--- config.mk ---
export PLATFORM = sky130hd
export DESIGN_NAME = global_pool_mc
export DESIGN_NICKNAME = d
export VERILOG_FILES = /design/src/rtl/gpool_pkg.sv /design/src/rtl/gpool_lane.sv /design/src/rtl/global_pool_mc.sv
export SDC_FILE = /design/constraint.sdc
export NUM_CORES = 2
export LEC_CHECK = 0
export CORE_MARGIN = 2
export CORE_UTILIZATION = 55
export CTS_CLUSTER_DIAMETER = 120
export DETAILED_ROUTE_END_ITERATION = 7
export HOLD_SLACK_MARGIN = 0.12
export PLACE_DENSITY = 0.73
export SLEW_MARGIN = 20
export SYNTH_ARGS = -nofsm -noshare
export SYNTH_HDL_FRONTEND = slang
export SYNTH_SLANG_ARGS = --single-unit
--- constraint.sdc ---
create_clock -name clk -period 14.9 [get_ports clk]
set_clock_uncertainty 0.15 [all_clocks]
set_input_delay 2.98 -clock clk [delete_from_list [all_inputs] [get_ports clk]]
set_output_delay 2.98 -clock clk [all_outputs]
set_load 0.05 [all_outputs]
--- src/rtl/gpool_pkg.sv ---
// Purpose: shared fixed-point format, FSM states and saturation helper for global pooling.
// Latency: n/a (types and a combinational function only).
// Backpressure: n/a.
package gpool_pkg;

  localparam int IL       = 4;
  localparam int FL       = 16;
  localparam int MAX_SIZE = 1024;
  localparam int DW       = IL + FL;
  localparam int CW       = $clog2(MAX_SIZE + 1);
  localparam int ACC_W    = DW + CW;
  localparam int PROD_W   = ACC_W + DW;

  typedef enum logic [1:0] {IDLE, ACCUM, DRAIN, DONE} state_t;

  typedef logic signed [DW-1:0]     fx_t;
  typedef logic signed [ACC_W-1:0]  acc_t;
  typedef logic signed [PROD_W-1:0] prod_t;

  // Floor-shift an acc*recip product back to IL.FL and clamp to the fx_t range.
  function automatic fx_t sat_fx(input prod_t acc_product);
    prod_t sh;
    sh = acc_product >>> DW;
    if (sh[PROD_W-1:DW-1] == '0 || sh[PROD_W-1:DW-1] == '1)
      sat_fx = sh[DW-1:0];
    else if (sh[PROD_W-1])
      sat_fx = {1'b1, {(DW-1){1'b0}}};
    else
      sat_fx = {1'b0, {(DW-1){1'b1}}};
  endfunction

endpackage

--- src/rtl/gpool_lane.sv ---
// Purpose: per-channel accumulator (avg) or running maximum (max) register.
// Latency: value updates on the clock after a beat; val_d exposes the next value combinationally.
// Backpressure: none; beats are qualified by ld from the parent.
module gpool_lane
  import gpool_pkg::*;
(
  input  logic clk,
  input  logic rst,
  input  logic clr,
  input  logic ld,
  input  logic first,
  input  logic mode,
  input  fx_t  din,
  output acc_t val_d
);

  acc_t val;

  // Next value: clear at job start, otherwise sum or keep the strictly-greater element.
  always_comb begin
    val_d = val;
    if (clr) begin
      val_d = '0;
    end else if (ld) begin
      if (!mode)
        val_d = val + acc_t'(din);
      else if (first || din > fx_t'(val[DW-1:0]))
        val_d = acc_t'(din);
    end
  end

  // Lane state register.
  always_ff @(posedge clk) begin
    if (rst) val <= '0;
    else     val <= val_d;
  end

endmodule

--- src/rtl/global_pool_mc.sv ---
// Purpose: multi-channel global avg/max pooling over a channel-interleaved IL.FL stream.
// Latency: first result the cycle after the last input beat, then one channel per output handshake.
// Backpressure: in_ready only in ACCUM; results held stable while out_valid && !out_ready.
module global_pool_mc
  import gpool_pkg::*;
#(
  parameter  int NCH = 8,
  localparam int CHW = (NCH > 1) ? $clog2(NCH) : 1
) (
  input  logic          clk,
  input  logic          rst,
  input  logic          start,
  input  logic          mode,
  input  logic [CW-1:0] size,
  input  logic [DW-1:0] recip,
  input  logic          in_valid,
  output logic          in_ready,
  input  logic [DW-1:0] in_data,
  output logic          out_valid,
  input  logic          out_ready,
  output logic [DW-1:0] out_data,
  output logic [CHW-1:0] out_ch,
  output logic          busy,
  output logic          done
);

  state_t         state, nxt;
  logic           mode_q;
  logic [CW-1:0]  size_q, elem_q;
  logic [DW-1:0]  recip_q;
  logic [CHW-1:0] ch_q, sel_ch;
  logic           beat, last_ch, last_beat, out_hs, last_out, clr;
  acc_t           lane_val [NCH];
  acc_t           sel_acc;
  prod_t          prod;
  fx_t            result;

  assign in_ready  = (state == ACCUM);
  assign busy      = (state != IDLE);
  assign beat      = in_valid && in_ready;
  assign last_ch   = (ch_q == CHW'(NCH - 1));
  assign last_beat = beat && last_ch && (elem_q == size_q - 1'b1);
  assign out_hs    = out_valid && out_ready;
  assign last_out  = out_hs && (out_ch == CHW'(NCH - 1));
  assign clr       = (state == IDLE) && start;

  for (genvar c = 0; c < NCH; c++) begin : g_lane
    gpool_lane u_lane (
      .clk   (clk),
      .rst   (rst),
      .clr   (clr),
      .ld    (beat && (ch_q == CHW'(c))),
      .first (elem_q == '0),
      .mode  (mode_q),
      .din   (fx_t'(in_data)),
      .val_d (lane_val[c])
    );
  end

  // Next-state logic; a zero-size job skips straight to DONE.
  always_comb begin
    nxt = state;
    case (state)
      IDLE:    if (start) nxt = (size == '0) ? DONE : ACCUM;
      ACCUM:   if (last_beat) nxt = DRAIN;
      DRAIN:   if (last_out) nxt = DONE;
      DONE:    nxt = IDLE;
      default: nxt = IDLE;
    endcase
  end

  // Select the channel about to be registered into the output and scale/saturate it.
  // Lanes' next values are used so the channel receiving the final beat is already complete.
  always_comb begin
    sel_ch  = (state == ACCUM) ? '0 : out_ch + 1'b1;
    sel_acc = '0;
    for (int c = 0; c < NCH; c++)
      if (sel_ch == CHW'(c)) sel_acc = lane_val[c];
    prod   = prod_t'(sel_acc) * prod_t'($signed({1'b0, recip_q}));
    result = mode_q ? fx_t'(sel_acc[DW-1:0]) : sat_fx(prod);
  end

  // Control registers: job parameters, beat/channel counters, output register, done pulse.
  always_ff @(posedge clk) begin
    if (rst) begin
      state     <= IDLE;
      mode_q    <= 1'b0;
      size_q    <= '0;
      recip_q   <= '0;
      ch_q      <= '0;
      elem_q    <= '0;
      out_valid <= 1'b0;
      out_data  <= '0;
      out_ch    <= '0;
      done      <= 1'b0;
    end else begin
      state <= nxt;
      done  <= (nxt == DONE);
      if (clr) begin
        mode_q  <= mode;
        size_q  <= size;
        recip_q <= recip;
        ch_q    <= '0;
        elem_q  <= '0;
        out_ch  <= '0;
      end
      if (beat) begin
        if (last_ch) begin
          ch_q   <= '0;
          elem_q <= elem_q + 1'b1;
        end else begin
          ch_q <= ch_q + 1'b1;
        end
      end
      if (last_beat) begin
        out_valid <= 1'b1;
        out_data  <= result;
        out_ch    <= '0;
      end else if (out_hs) begin
        if (last_out) begin
          out_valid <= 1'b0;
        end else begin
          out_ch   <= out_ch + 1'b1;
          out_data <= result;
        end
      end
    end
  end

endmodule

After elaboration in Yosys (flattened, before gate mapping):

Cells that the tools add are included.
Widths: inputs -> output; s select.

* register bits after elaboration: 321
* bits in latches: 0
* RAM bits: 0
* memory bits (read-only): 0
* input port bits: 57
* output and inout bits: 27
* word-level logic and storage cells: 160
* memories: 0

* add/sub/neg operators: 12
* multiply operators: 1
* divide/modulo/power cells: 0
* order comparisons: 8
* equal/unequal tests: 22
* shift operators: 0
* multiplexer cells: 64
* bitwise operators: 0
* reductions and logical operators: 35

Operators by type and width (count)
* $mux 31: 40
* $add 31x20->31: 8
* $gt 20x20->1: 8
* $mux 20: 6
* $mul 31x21->51: 1
* $mux 11: 3
* $eq 32x32->1 const B: 1
* $logic_not 32->1: 1
* $eq 3x3->1 const B: 9
* $logic_not 11->1: 2
* $mux 3: 7
* $logic_and 1x1->1: 13
* $eq 3x2->1 const B: 4
* $add 11x1->11 const B: 1
* $eq 11x11->1: 1
* $sub 11x1->11 const B: 1
* $logic_or 1x1->1: 9
* $mux 2: 4
* $pmux 2 s4: 1
* $reduce_bool 2->1: 4
* $add 3x1->3 const B: 2
* $eq 2x2->1 const B: 3
* $eq 3x1->1 const B: 2
* $logic_not 3->1: 2
* 6 further kinds: 9

Depth between registers and ports, before layout:

* depth in word-level cells: 22
* gate-level depth with buffers: 54
* depth with buffers taken out: 51

By module:

Synthesis repeated with hierarchy kept, for this count alone.

* cells, all modules: 7639
* area, all modules: 59966.3 µm²

By module, submodules not included
* gpool_lane: times used 8, cells an instance 546, area an instance 3953.8 µm², seq. area each 620.6 µm²
* global_pool_mc: times used 1, cells an instance 3271, area an instance 28335.9 µm², seq. area each 1461.4 µm²

Worst setup path before layout:

OpenSTA, ideal clock, no wires.

* kind: input to register
* start point: in in_data[1]
* end point: reg out_data[2]
* setup time: 0.061 ns
* data arrival time: 14.421 ns
* data required time: 14.689 ns
* setup slack: 0.269 ns
* cell stages on the path: 41
* path buffers: 2
* path through: ha_1 -> nand2b_1 -> a21oi_1 -> o21bai_1 -> a21oi_1 -> o21bai_1 -> a2111oi_0 -> o2111ai_1 -> a2111oi_0 -> nor3_1 -> o31ai_1 -> a21oi_1 -> o21bai_1 -> a211o_1 -> a2111o_1 -> nor2_1 -> a2bb2o_1 -> clkbuf_1 -> (+5 left out) -> inv_1 -> fa_1 -> fa_1 -> fa_1 -> fa_1 -> ha_1 -> clkbuf_1 -> nand4_1 -> or2_2 -> or4_1 -> a221oi_1 -> a211oi_2 -> o21a_1 -> or3_4 -> or4b_4 -> or4_1 -> a22oi_1 -> a221o_1

* cells in the longest elaborated chain, start to end: 22
* elaborated cells on any way between the ends: 74
* classes of those cells: 8 x add/sub; 1 x mul; 8 x order compare; 1 x eq/ne; 46 x mux; 10 x reduce/logical

Ends and longest elaborated chain
* start, declared: RTL line global_pool_mc.sv:18 `input logic [DW-1:0] in_data,`
* $gt 20x20->1: RTL line gpool_lane.sv:27 `else if (first || din > fx_t'(val[DW-1:0]))`
* $logic_or 1x1->1: RTL line gpool_lane.sv:27
* $mux 31: RTL line gpool_lane.sv:27
* $mux 31: RTL line gpool_lane.sv:25 `if (!mode)`
* $mux 31: RTL line gpool_lane.sv:24 `end else if (ld) begin`
* $mux 31: RTL line gpool_lane.sv:22 `if (clr) begin`
* $mux 31 (7 in series): RTL line global_pool_mc.sv:78 `if (sel_ch == CHW'(c)) sel_acc = lane_val[c];`
* $mux 31 (*): RTL line global_pool_mc.sv:78
* $mul 31x21->51: RTL line global_pool_mc.sv:79 `prod = prod_t'(sel_acc) * prod_t'($signed({1'b0, recip_q}));`
* $eq 32x32->1 or $logic_not 32->1 (tied branches): RTL line gpool_pkg.sv:24 `if (sh[PROD_W-1:DW-1] == '0 || sh[PROD_W-1:DW-1] == '1)`
* $logic_or 1x1->1: RTL line gpool_pkg.sv:24
* $mux 20: RTL line gpool_pkg.sv:24
* $mux 20 (*): RTL line global_pool_mc.sv:80 `result = mode_q ? fx_t'(sel_acc[DW-1:0]) : sat_fx(prod);`
* $mux 20: RTL line global_pool_mc.sv:120 `if (last_out) begin`
* $mux 20: RTL line global_pool_mc.sv:119 `end else if (out_hs) begin`
* $mux 20 (*): RTL line global_pool_mc.sv:115 `if (last_beat) begin`
* end signal, assigned: RTL line global_pool_mc.sv:117 `out_data <= result;`
* end signal, assigned: RTL line global_pool_mc.sv:124 `out_data <= result;`
* end, declared: RTL line global_pool_mc.sv:21 `output logic [DW-1:0] out_data,`

Every way passes the cells marked *; elsewhere a longest branch is shown, timed or not. The select of a mux whose other input is x is not followed.
A chain may end at the register's enable or synchronous reset.

Worst setup path in the final report:

* start point: in in_data[14]
* end point: reg out_data[18]

The elaborated chain is that of the path after synthesis.

==> impl_metrics.env <==
export IMPL_status="finished clean"
export IMPL_post_place_ws_ns=-1.13
export IMPL_cts_htree_levels=2
export IMPL_p_per_area_nw_per_um2=45.2
export IMPL_place_gp_congestion=1.04
export IMPL_drv_cap=0
export IMPL_cts_buffer_depth=3
export IMPL_p_seq_frac=0.277
export IMPL_finalSetupViolCount=0
export IMPL_drive_above_1_share=0.211
export IMPL_drc=0
export IMPL_ant_nets=0
export IMPL_r2r_cells=43
export IMPL_vdd_drop_max_mv=0.0723
export IMPL_hold_class="register to register"
export IMPL_rows=116
export IMPL_grt_pass1_vias=58600
export IMPL_core_area_sq_um=100000
export IMPL_critPathLaunchType="primary input"
export IMPL_dr_pass1_iters=6
export IMPL_cts_buffers=45
export IMPL_synth_edf_count=0
export IMPL_fin_nets=9469
export IMPL_root_buffer="clkbuf_16"
export IMPL_grt_max_degree=122
export IMPL_vias=60300
export IMPL_leakage_nw=33.0
export IMPL_internal_power_mw=2.01
export IMPL_crit_family="compound AO/OA/AOI/OAI gates"
export IMPL_worst_slew_margin_rel=0.292
export IMPL_post_route_util=0.707
export IMPL_die_area_sq_um=104000
export IMPL_netlist_area_sq_um=55800
export IMPL_synth_area_leaders="fa_1, ha_1, dfxtp_1"
export IMPL_clk_latency_ns=0.66
export IMPL_ys_flop_type="dfxtp_1"
export IMPL_power_mw=3.21
export IMPL_timing_hold_ws_ns=0.315
export IMPL_tightestPinTransition_ns=1.06
export IMPL_drt_iter0_markers=7157
export IMPL_finalHoldViolations=0
export IMPL_syn_to_final_growth_pct=27.2
export IMPL_port_buffer_count=83
export IMPL_synth_seq_cells=321
export IMPL_cp_num_cells=50
export IMPL_clock_sinks=321
export IMPL_grt_overflow_total=0
export IMPL_worst_path_buf_inv=11
export IMPL_fp_dieH_microns=322
export IMPL_worst_setup_path_type="primary input to register"
export IMPL_synth_cell_types=95
export IMPL_crit_arrival_ns=15.15
export IMPL_critPathMaxFanout=18
export IMPL_wire_per_inst_microns=24.1
export IMPL_synth_avg_cell_area_sq_um=7.68
export IMPL_synthCells=7266
export IMPL_switchingPower_mw=1.20
export IMPL_synthArstFlopShare=0
export IMPL_sw_frac_of_total=0.374
export IMPL_yosys_area_top_type="fa_1"
export IMPL_drt_wl_total_microns=233000
export IMPL_setup_slack_ns=0.124
export IMPL_fmax_ghz=0.0677
export IMPL_pwr_share_clk=0.376
export IMPL_grt_pass1_wl_microns=346000
export IMPL_hold_depth=2
export IMPL_yosysWarnings=0
export IMPL_hold_buffers=0
export IMPL_via_per_inst=6.24
export IMPL_antenna_found_initial=17
export IMPL_synth_top_area_share=0.222
export IMPL_drv_slew=0
export IMPL_hpwl_microns=178000
export IMPL_cpMostUsedCell="fa_1"
export IMPL_start_util=0.556
export IMPL_max_stage_delay_ns=0.59
export IMPL_ios=84
export IMPL_clkTransAtPathRegs_ns=0.06
export IMPL_crit_required_ns=15.27
export IMPL_grt_util_all_layers=0.437
export IMPL_post_route_min_period_ns=14.78
export IMPL_final_period_utilization=0.992
export IMPL_slowest_stage="fa_1"
export IMPL_cts_tree="built"
export IMPL_seq_area_frac_synth=0.115
export IMPL_end_kind="register"
export IMPL_p_comb_frac=0.347
export IMPL_synthesis_nets=8479
export IMPL_dieWidth_microns=322
## layout make-up
class	instances	area, sq um
well taps	1357	1700
clock inverters	14	210
repair buffers	1367	11400
fillers	8111	29300
inverters	963	3620
multi-input cells	5558	46200
flip-flops and latches	321	6440
diodes	11	27.5
clock buffers	66	1360
## tightest hold or removal path, stage by stage (launching register included)
cell and delay, ns:
dfxtp_1 0.31, nand2_1 0.05, a21oi_1 0.05
## Yosys cell counts (45+ instances only)
| master | instances |
|---|---|
| a221oi_1 | 96 |
| xor2_1 | 88 |
| a31oi_1 | 45 |
| or3_1 | 58 |
| and2_1 | 310 |
| and3_1 | 49 |
| ha_1 | 538 |
| o31ai_1 | 47 |
| a21o_1 | 81 |
| a21oi_1 | 447 |
| inv_1 | 960 |
| nor2_1 | 644 |
| fa_1 | 618 |
| clkbuf_1 | 389 |
| nand2b_1 | 76 |
| nor2b_1 | 65 |
| nand2_1 | 750 |
| xnor2_1 | 150 |
| nand4_1 | 76 |
| o22ai_1 | 144 |
| a211oi_1 | 74 |
| o21bai_1 | 57 |
| nor3_1 | 128 |
| o211ai_1 | 69 |
| nand3_1 | 100 |
| dfxtp_1 | 321 |
| o21ai_0 | 389 |
## worst paths after layout
kind               start            to  slack, ns
max          in_data[14]  out_data[18]       0.12
min           size_q[10]    size_q[10]       0.31
max reg2reg     state[1]   out_data[3]       2.28
min reg2reg   size_q[10]    size_q[10]       0.31
## routing by layer
| layer | GRT usage | up-vias | share of wire |
|---|---|---|---|
| met5 | 0.00185 | - | 0.00033 |
| met4 | 0.218 | 12 | 0.063 |
| li1 | - | 26500 | - |
| met2 | 0.641 | 3796 | 0.41 |
| met1 | 0.589 | 29200 | 0.39 |
| met3 | 0.124 | 821 | 0.13 |
## registers in the layout, indices dropped and copies added (netlist names), 2 cells and up
| register | cells |
|---|---|
| ch_q | 3 |
| elem_q | 11 |
| g_lane.u_lane.val | 248 |
| out_ch | 3 |
| out_data | 20 |
| recip_q | 20 |
| size_q | 11 |
| state | 2 |
## power groups by stage
stage                     logic [mW]  registers, mW  clock network (mW)
final                           1.11          0.889                1.21
after global routing            1.17          0.890                1.24
after CTS                       1.01          0.888                1.20
after detailed placement       0.997          0.906                   0
after global placement         0.975          0.906                   0
after floorplan                0.534          0.899                   0
## placed cells by master, fill, tap and decap left out, types with 55 or more instances in the layout
cell,instances
and2_1,303
o211ai_1,69
ha_1,513
xnor2_1,147
buf_12,66
nor2b_1,64
o22ai_1,143
xor2_1,86
nand3_1,96
o21ai_0,333
inv_1,956
dfxtp_1,311
a21o_1,81
a221oi_1,80
nand2b_1,71
nor3_1,112
nand2_1,743
a211oi_1,61
fa_1,590
a21oi_1,398
buf_4,1193
nand4_1,76
clkdlybuf4s50_1,73
or3_1,55
nor2_1,629
## logic make-up (layout without fill, tap and decap cells)
logic type | Yosys count | after routing | synth area share
AND/OR/NAND/NOR | 2369 | 2369 | 0.200
other | 0 | 11 | 0
flip-flops | 321 | 321 | 0.115
adder cells (fa/ha/maj) | 1156 | 1156 | 0.342
XOR/XNOR | 238 | 238 | 0.0374
buffers and inverters | 1387 | 2410 | 0.0936
multiplexers | 25 | 25 | 0.00480
AO/OA/AOI/OAI | 1770 | 1770 | 0.206
## per-stage QoR
stage               instances  cell area, sq um  TNS (ns)
floorplan                7266             55800         0
global placement         9498             66700    -19.90
detailed placement       9498             66700    -19.51
CTS                      9591             68700         0
global route             9647             70900     -2.21
finish                   9657             70900         0
## repair_timing
action | CTS | global route
buffers inserted | 12 | 54
gates resized for setup | 95 | 370
cloned | 1 | 3
pin swaps | 42 | 188
setup endpoints to repair | 19 | 20
Power figures use the tool's default switching activity.
